`src/rtl/limn2600_pkg.sv`:
```
// Shared constants and types for the limn2600 instruction fetch front end.
package limn2600_pkg;

  localparam logic [31:0] RESET_VECTOR = 32'hFFFE_0000;
  localparam int          INST_WIDTH   = 32;

  typedef enum logic [1:0] {
    IDLE  = 2'd0,
    FETCH = 2'd1,
    DROP  = 2'd2
  } fetch_state_t;

  // One buffered fetch result: where it came from and what was read.
  typedef struct packed {
    logic [31:0]           pc;
    logic [INST_WIDTH-1:0] inst;
  } fetch_entry_t;

  // Instruction addresses are always word aligned; low two bits are dropped.
  function automatic logic [31:0] word_align(input logic [31:0] addr);
    return {addr[31:2], 2'b00};
  endfunction

endpackage

```
`src/rtl/limn2600_fetch_queue.sv`:
```
// Small synchronous FIFO of {pc, inst} pairs between fetch and decode.
// Push and pop may coincide at any occupancy; flush empties it in one edge.
module limn2600_fetch_queue
  import limn2600_pkg::*;
#(
  parameter int DEPTH = 2
) (
  input  logic                   clk,
  input  logic                   rst,
  input  logic                   push,
  input  fetch_entry_t           push_entry,
  input  logic                   pop,
  input  logic                   flush,
  output logic                   head_valid,
  output fetch_entry_t           head_entry,
  output logic [$clog2(DEPTH):0] count
);

  localparam int PTR_W = $clog2(DEPTH);
  localparam int CNT_W = PTR_W + 1;
  localparam logic [CNT_W-1:0] FULL_CNT = CNT_W'(DEPTH);

  fetch_entry_t     entries [DEPTH];
  logic [PTR_W-1:0] rd_ptr_reg;
  logic [PTR_W-1:0] wr_ptr_reg;
  logic [CNT_W-1:0] count_reg;
  logic             pop_ok;
  logic             push_ok;

  // A pop on an empty queue or a push into a full one without a pop is refused.
  assign pop_ok  = pop & (count_reg != '0);
  assign push_ok = push & ((count_reg != FULL_CNT) | pop_ok);

  // Entry storage; a flush suppresses the write so no stale word lands.
  always_ff @(posedge clk or negedge rst) begin
    if (!rst) begin
      for (int i = 0; i < DEPTH; i++) begin
        entries[i] <= '0;
      end
    end else if (push_ok && !flush) begin
      entries[wr_ptr_reg] <= push_entry;
    end
  end

  // Pointers and occupancy; flush wins over any concurrent push or pop.
  always_ff @(posedge clk or negedge rst) begin
    if (!rst) begin
      rd_ptr_reg <= '0;
      wr_ptr_reg <= '0;
      count_reg  <= '0;
    end else if (flush) begin
      rd_ptr_reg <= '0;
      wr_ptr_reg <= '0;
      count_reg  <= '0;
    end else begin
      if (push_ok) begin
        wr_ptr_reg <= wr_ptr_reg + PTR_W'(1);
      end
      if (pop_ok) begin
        rd_ptr_reg <= rd_ptr_reg + PTR_W'(1);
      end
      count_reg <= count_reg + CNT_W'(push_ok) - CNT_W'(pop_ok);
    end
  end

  assign head_valid = (count_reg != '0);
  assign head_entry = entries[rd_ptr_reg];
  assign count      = count_reg;

endmodule

```
`src/rtl/limn2600_fetch.sv`:
```
// Instruction fetch stage: walks the PC, issues single-outstanding bus reads,
// mirrors every returned word into the cache write port and queues {pc, inst}
// for decode. Redirects flush the queue; a read already on the bus is allowed
// to finish (its cache write is still valid) but its result is discarded.
module limn2600_fetch
  import limn2600_pkg::*;
#(
  parameter logic [31:0] RESET_PC    = RESET_VECTOR,
  parameter int          QUEUE_DEPTH = 2
) (
  input  logic        clk,
  input  logic        rst,
  input  logic        redirect_valid,
  input  logic [31:0] redirect_pc,
  output logic        bus_req,
  output logic [31:0] bus_addr,
  input  logic        bus_ack,
  input  logic [31:0] bus_data,
  output logic        cache_we,
  output logic [31:0] cache_addr_in,
  output logic [31:0] cache_data_in,
  output logic        inst_valid,
  output logic [31:0] inst_pc,
  output logic [31:0] inst_data,
  input  logic        inst_ready
);

  localparam int CNT_W = $clog2(QUEUE_DEPTH) + 1;
  localparam logic [CNT_W-1:0] DEPTH_CNT = CNT_W'(QUEUE_DEPTH);

  fetch_state_t     state_reg;
  fetch_state_t     state_next;
  logic [31:0]      pc_reg;
  logic [31:0]      drop_addr_reg;
  logic             cache_we_reg;
  logic [31:0]      cache_addr_reg;
  logic [31:0]      cache_data_reg;
  logic [CNT_W-1:0] q_count;
  logic [CNT_W-1:0] count_after;
  logic             ack_fetch;
  logic             ack_drop;
  logic             q_push;
  logic             q_pop;
  fetch_entry_t     push_entry;
  fetch_entry_t     head_entry;

  assign ack_fetch   = bus_ack & (state_reg == FETCH);
  assign ack_drop    = bus_ack & (state_reg == DROP);
  // A redirect flushes the queue, so neither the returning word nor decode's pop counts.
  assign q_push      = ack_fetch & ~redirect_valid;
  assign q_pop       = inst_valid & inst_ready & ~redirect_valid;
  // Occupancy after this edge's push (only consulted when a fetch completes).
  assign count_after = q_count + CNT_W'(1) - CNT_W'(q_pop);
  assign push_entry  = '{pc: pc_reg, inst: bus_data};

  // State register.
  always_ff @(posedge clk or negedge rst) begin
    if (!rst) begin
      state_reg <= IDLE;
    end else begin
      state_reg <= state_next;
    end
  end

  // Next state: only start a read when the queue has a slot reserved for its result.
  always_comb begin
    state_next = state_reg;
    unique case (state_reg)
      IDLE: begin
        if (!redirect_valid && (q_count < DEPTH_CNT)) begin
          state_next = FETCH;
        end
      end
      FETCH: begin
        if (redirect_valid) begin
          state_next = bus_ack ? IDLE : DROP;
        end else if (bus_ack) begin
          state_next = (count_after < DEPTH_CNT) ? FETCH : IDLE;
        end
      end
      DROP: begin
        if (bus_ack) begin
          state_next = IDLE;
        end
      end
      default: state_next = IDLE;
    endcase
  end

  // Bus outputs: DROP keeps presenting the abandoned address until it is acked.
  always_comb begin
    bus_req  = 1'b0;
    bus_addr = '0;
    unique case (state_reg)
      FETCH: begin
        bus_req  = 1'b1;
        bus_addr = pc_reg;
      end
      DROP: begin
        bus_req  = 1'b1;
        bus_addr = drop_addr_reg;
      end
      default: begin
        bus_req  = 1'b0;
        bus_addr = '0;
      end
    endcase
  end

  // Program counter: redirect has priority over sequential advance (wraps at 2^32).
  always_ff @(posedge clk or negedge rst) begin
    if (!rst) begin
      pc_reg <= RESET_PC;
    end else if (redirect_valid) begin
      pc_reg <= word_align(redirect_pc);
    end else if (ack_fetch) begin
      pc_reg <= pc_reg + 32'd4;
    end
  end

  // Remember the in-flight address when a redirect abandons an unacked read.
  always_ff @(posedge clk or negedge rst) begin
    if (!rst) begin
      drop_addr_reg <= '0;
    end else if ((state_reg == FETCH) && redirect_valid && !bus_ack) begin
      drop_addr_reg <= pc_reg;
    end
  end

  // Cache write port: every completed read is written, dropped or not.
  always_ff @(posedge clk or negedge rst) begin
    if (!rst) begin
      cache_we_reg   <= 1'b0;
      cache_addr_reg <= '0;
      cache_data_reg <= '0;
    end else begin
      cache_we_reg <= ack_fetch | ack_drop;
      if (ack_fetch || ack_drop) begin
        cache_addr_reg <= bus_addr;
        cache_data_reg <= bus_data;
      end
    end
  end

  assign cache_we      = cache_we_reg;
  assign cache_addr_in = cache_addr_reg;
  assign cache_data_in = cache_data_reg;

  limn2600_fetch_queue #(
    .DEPTH (QUEUE_DEPTH)
  ) u_queue (
    .clk        (clk),
    .rst        (rst),
    .push       (q_push),
    .push_entry (push_entry),
    .pop        (q_pop),
    .flush      (redirect_valid),
    .head_valid (inst_valid),
    .head_entry (head_entry),
    .count      (q_count)
  );

  assign inst_pc   = head_entry.pc;
  assign inst_data = head_entry.inst;

endmodule

```
`config.mk`:
```
export PLATFORM = sky130hd
export DESIGN_NAME = limn2600_fetch
export DESIGN_NICKNAME = d
export VERILOG_FILES = /design/src/rtl/limn2600_pkg.sv /design/src/rtl/limn2600_fetch_queue.sv /design/src/rtl/limn2600_fetch.sv
export SDC_FILE = /design/constraint.sdc
export NUM_CORES = 1
export LEC_CHECK = 0
export CORE_MARGIN = 8
export CORE_UTILIZATION = 40
export CTS_CLUSTER_SIZE = 8
export DETAILED_ROUTE_END_ITERATION = 6
export PLACE_DENSITY = 0.68
export SLEW_MARGIN = 20
export SYNTH_ARGS = -nofsm -noshare
export SYNTH_HDL_FRONTEND = slang
export SYNTH_HIERARCHICAL = 1
export SYNTH_SLANG_ARGS = --single-unit
export TNS_END_PERCENT = 5
```
`constraint.sdc`:
```
create_clock -name clk -period 7.05 [get_ports clk]
set_clock_uncertainty 0.1 [all_clocks]
set_input_delay 1.0575 -clock clk [delete_from_list [all_inputs] [get_ports clk]]
set_output_delay 1.0575 -clock clk [all_outputs]
set_load 0.005 [all_outputs]
```
Yosys cells after proc, flatten, opt, wreduce, memory -nomap -nowiden
Cells that the tools add are included.
- register bits after elaboration: 263
- bits in latches: 0
- memory bits (writable): 0
- ROM bits: 0
- word-level logic and storage cells: 80
- memories: 0
- add/subtract/negate cells: 7
- $mul: 0
- div/mod/pow operators: 0
- order comparisons: 5
- eq/ne operators: 6
- shift operators: 0
- muxes and demuxes: 22
- bitwise logic cells: 12
- reduce and logical (&&, ||, !) cells: 15
- operators with widths (operator ; number):
    $mux 64 ; 4
    $bwmux 128 ; 1
    $demux 64 s1 ; 1
    $mux 32 ; 2
    $pmux 32 s2 ; 1
    $add 32x3->32 const B ; 1
    $mux 2 ; 6
    $reduce_bool 2->1 ; 4
    $and 1x1->1 ; 7
    $mux 1 ; 6
    $ne 2x2->1 const B ; 3
    $pmux 2 s3 ; 1
    $logic_and 1x1->1 ; 5
    $ge 2x2->1 const B ; 2
    $lt 2x2->1 const B ; 2
    $not 1->2 ; 2
    $sub 2x1->2 ; 2
    $ne 3x3->1 const B ; 1
    $reduce_and 3->1 ; 1
    $add 1x1->1 const B ; 2
    $add 2x1->2 ; 1
    $add 2x1->2 const B ; 1
    $eq 2x1->1 const B ; 1
    $eq 2x2->1 const B ; 1
    other kinds (7) ; 9

Longest topological paths before layout
- word-level depth: 9
- gate-level depth with buffers: 11
- mapped depth without buffers: 9

Cells and area by module
The synthesis kept the hierarchy.
- modules (own cells, without submodules) (module ; instances ; cells each ; area an instance (sq um)):
    limn2600_fetch_queue ; 1 ; 364 ; 5975.7
    limn2600_fetch ; 1 ; 509 ; 5909.4

Worst setup path before layout
Ideal clock, no wire load.
- path type: input to register
- start point: input redirect_valid
- end point: register u_queue/entries[108] (netlist bit)
- library setup time: 0.125 ns
- arrival: 2.675 ns
- required time: 6.825 ns
- slack: 4.151 ns
- stages on the path: 7
- path buffers: 3
- path through: clkbuf_1 > and3b_1 > or3b_4 > nand3_1 > buf_2 > buf_4 > mux2_2
- cells in the longest elaborated chain, start to end: 6
- elaborated cells on any way between the ends: 8
- those cells by class: bitwise: 6; reduce/logical: 2
- RTL lines (item ; RTL line ; text):
    start: declaration ; limn2600_fetch.sv:13 ; input logic redirect_valid,
    $not 1->1 ; limn2600_fetch.sv:51 ; assign q_pop = inst_valid & inst_ready & ~redirect_valid;
    $and 1x1->1 ; limn2600_fetch.sv:51 ;
    via q_pop ; limn2600_fetch.sv:43 ; logic q_pop;
    $and 1x1->1 ; limn2600_fetch_queue.sv:31 ; assign pop_ok = pop & (count_reg != '0);
    $or 1x1->1 ; limn2600_fetch_queue.sv:32 ; assign push_ok = push & ((count_reg != FULL_CNT) | pop_ok);
    $and 1x1->1 ; limn2600_fetch_queue.sv:32 ;
    $logic_and 1x1->1 ; limn2600_fetch_queue.sv:40 ; end else if (push_ok && !flush) begin
    end signal: indexed assignment ; limn2600_fetch_queue.sv:41 ; entries[wr_ptr_reg] <= push_entry;
    end: declaration ; limn2600_fetch_queue.sv:23 ; fetch_entry_t entries [DEPTH];
The timed path passes the listed nets, and every way through them passes these cells.
A chain may end at the register's enable or synchronous reset.

Final worst setup path
- start point: input redirect_valid
- end point: register u_queue/entries[0] (netlist bit)
- elaborated cells on any way between the ends: 8
- those cells by class: bitwise: 6; reduce/logical: 2
- RTL lines (item ; RTL line ; text):
    $not 1->1 ; limn2600_fetch.sv:50 ; assign q_push = ack_fetch & ~redirect_valid;
    $and 1x1->1 ; limn2600_fetch.sv:50 ;
    via q_push ; limn2600_fetch.sv:42 ; logic q_push;
    $and 1x1->1 ; limn2600_fetch_queue.sv:32 ;
    $logic_and 1x1->1 ; limn2600_fetch_queue.sv:40 ;
The timed path passes the listed nets, and every way through them passes these cells.

==> results.toml <==
[worst_setup_path]
crit_type = "input pin to register"
cp_max_fo = 42
endpoint_kind = "register"
worstPathCellList = "clkdlybuf4s50_1 > buf_4 > inv_1 > and3_1 > and4b_4 > buf_4 > mux2_1"
crit_path_max_incr_delay_ns = 0.76
crit_path_top_delay_cell = "inv_1"
path_common_cell = "buf_4"
crit_path_start_kind = "input pin"
required_ns = 7.33
arrival_ns = 4.57

[place]
postPlaceCellArea_sq_mm = 0.01447
gp_congestion = 0.7843
placed_cells = 1445
dpl.hpwl_mm = 20.16
io_buffers = 227

[outcome]
status = "finished clean"

[clock_network]
cts_buffer_depth = 3
clk_pin_slew_ns = 0.05
clock-sinks = 258
postCtsSetupBuffers = 0
clock_latency_ns = 0.51
htreeDepth = 2
cts_tree = "built"
ctsResizeCount = 0
ctsHoldBuffers = 0
ctsRootBufferMaster = "clkbuf_16"
cts_inserted_buffers = 38

[floorplan]
die_h_um = 188.4
initial_core_util_pct = 40.31
ioPinCount = 232
core_sq_mm = 0.02948
dieWidth_um = 188.4
die_area_sq_mm = 0.03549
fp-row-count = 63

[detailed_routing]
vias = 7845
ant_nets = 0
wl_per_cell_um = 19.96
dr.pass1.iters = 4
drc = 0
routed_wl_mm = 29.98
post_drt_via_cell_ratio = 5.223
drt_iter0_drc = 294

[sta]
fin_crit_sh_pct = 60.79
max_freq_mhz = 233.3
hold_viol_final = 0
setup_violations = 0
worstMarginPinSlew_ns = 1.054
rsz0062_at_grt = "no"
min_period_ns = 4.286
maxSlewHeadroom_pct = 29.10
tns_ns = 0
finalMaxSlewViolations = 0

[synth]
ys_seq_elements = 258
synth_edf_count = 0
ys.warnings.count = 6
synthDistinctLibCells = 51
syn_avg_cell_area_sq_um = 13.61
synth_area_sq_mm = 0.01189
synth-async-reset-ratio_pct = 100.0
syn_inst = 873
ys.flop_type = "dfrtp_1"
yosysSeqAreaShare_pct = 54.48

[pwr]
p_sw_w = 0.001798
power-per-cell-area_mw_per_mm2 = 419.8
swShare_pct = 27.49
p_comb_share_pct = 37.3
p_int_w = 0.004742
p_leak_nw = 6.552
peakVddDrop_mv = 0.2492
power_frac_seq_pct = 37.2
pwr-share-clk_pct = 25.4

[finish]
fin_cells = 1502
top_register = "u_queue/entries"
nets = 1171
largest_reg_flops = 128
fin_area_sq_mm = 0.01558
antenna_cells = 0
drive_above_1_share_pct = 31.83
area_growth_pct = 31.08
layout_common_cells = "dfrtp_1 (242), clkdlybuf4s50_1 (226), mux2_2 (216)"
nFillCells = 2559
final_common_cell = "dfrtp_1"

[global_route]
antenna_found_initial = 2
grt_max_degree = 135
grt_pass1_vias = 8309
grt_pass1_wl_mm = 48.42
globalRouteTotalUtil_pct = 16.78
gr-total-overflow = 0

[min_path]
hp-class = "input pin to async pin"

[flow_run]
max_cap_viol_count = 0
## logic make-up after synthesis
logic type,Yosys count,synth area share (%)
buffers and inverters,73,3.127
AND/OR/NAND/NOR,152,7.106
flip-flops,258,54.48
multiplexers,283,28.68
XOR/XNOR,14,1.032
adder cells (fa/ha/maj),6,0.6316
other,1,0.03155
AO/OA/AOI/OAI,86,4.916
## worst max-delay path, delay by kind of cell
family | cells | cell delay [ns]
multiplexers | 1 | 0.36
AND/OR/NAND/NOR | 2 | 1.18
buffers and inverters | 4 | 1.92
## stage by stage
stage / worst slack, ns / hold WS (ns) / utilization, % / power [W]
2_1_floorplan: 4.151 / 0.3507 / - / 0.003622
3_5_place_dp: 2.234 / 0.3740 / 49.07 / 0.004922
4_1_cts: 2.761 / 0.3846 / 52.75 / 0.006646
6_report: 2.764 / 0.3459 / 52.84 / 0.006540
5_1_grt: 2.600 / 0.3455 / 52.84 / 0.006947
3_3_place_gp: 2.218 / 0.3617 / 49.07 / 0.004865
## synthesized netlist by cell type (all sizes together) (2+ instances only)
library cell	number	area [sq um]
mux2i	3	30.03
dfstp	15	394.1
dfrtp	243	6081
nand3	12	65.06
nand4bb	2	22.52
clkbuf	37	138.9
inv	13	48.80
a31oi	15	93.84
nor4	6	37.54
a22oi	30	225.2
buf	23	183.9
and3	4	25.02
xnor2	12	105.1
xor2	2	17.52
nor2b	32	200.2
o21ai	20	100.1
o21a	2	15.01
mux2	280	3378
ha	6	75.07
or3	5	31.28
nor3	6	30.03
o31ai	11	82.58
nand4	9	56.30
nor2	23	86.33
nand2	31	116.4
or4	13	101.4
o41ai	2	17.52
## per-layer routing
metal  GRT usage (%)  part of all wire [%]
met1           23.08                    47
met3           5.065                   7.1
met4           4.720                   1.9
met2           25.34                    44
met5               0                 0.090
## power groups by stage
stage | clock network, W | registers, W | logic, W
after floorplan | 0 | 0.00238 | 0.00125
after global placement | 0 | 0.00242 | 0.00244
after detailed placement | 0 | 0.00246 | 0.00247
after CTS | 0.00172 | 0.00244 | 0.00249
after global routing | 0.00178 | 0.00252 | 0.00265
final | 0.00166 | 0.00244 | 0.00244
## layout make-up
class | count | area, sq um | area share, %
Sequential cell | 258 | 6479 | 41.59
Multi-Input combinational cell | 547 | 5085 | 32.64
Timing Repair Buffer | 238 | 2392 | 15.36
Clock buffer | 55 | 1079 | 6.923
Tap cell | 390 | 488.0 | 3.132
Inverter | 13 | 48.80 | 0.3132
Clock inverter | 1 | 7.507 | 0.04819
## worst paths after layout
path	slack [ns]	depth (start not counted)	startpoint	endpoint
hold reg to reg	0.38	2	drop_addr_reg[6]	drop_addr_reg[6]
hold / removal	0.35	1	rst	u_queue/entries[17]
setup / recovery	2.76	7	redirect_valid	u_queue/entries[0]
max in group asynchronous	5.45	2	rst	u_queue/rd_ptr_reg
min in group clk	0.38	2	drop_addr_reg[6]	drop_addr_reg[6]
setup reg to reg	3.98	6	state_reg[1]	u_queue/entries[0]
(Power assumes the default switching activity.)
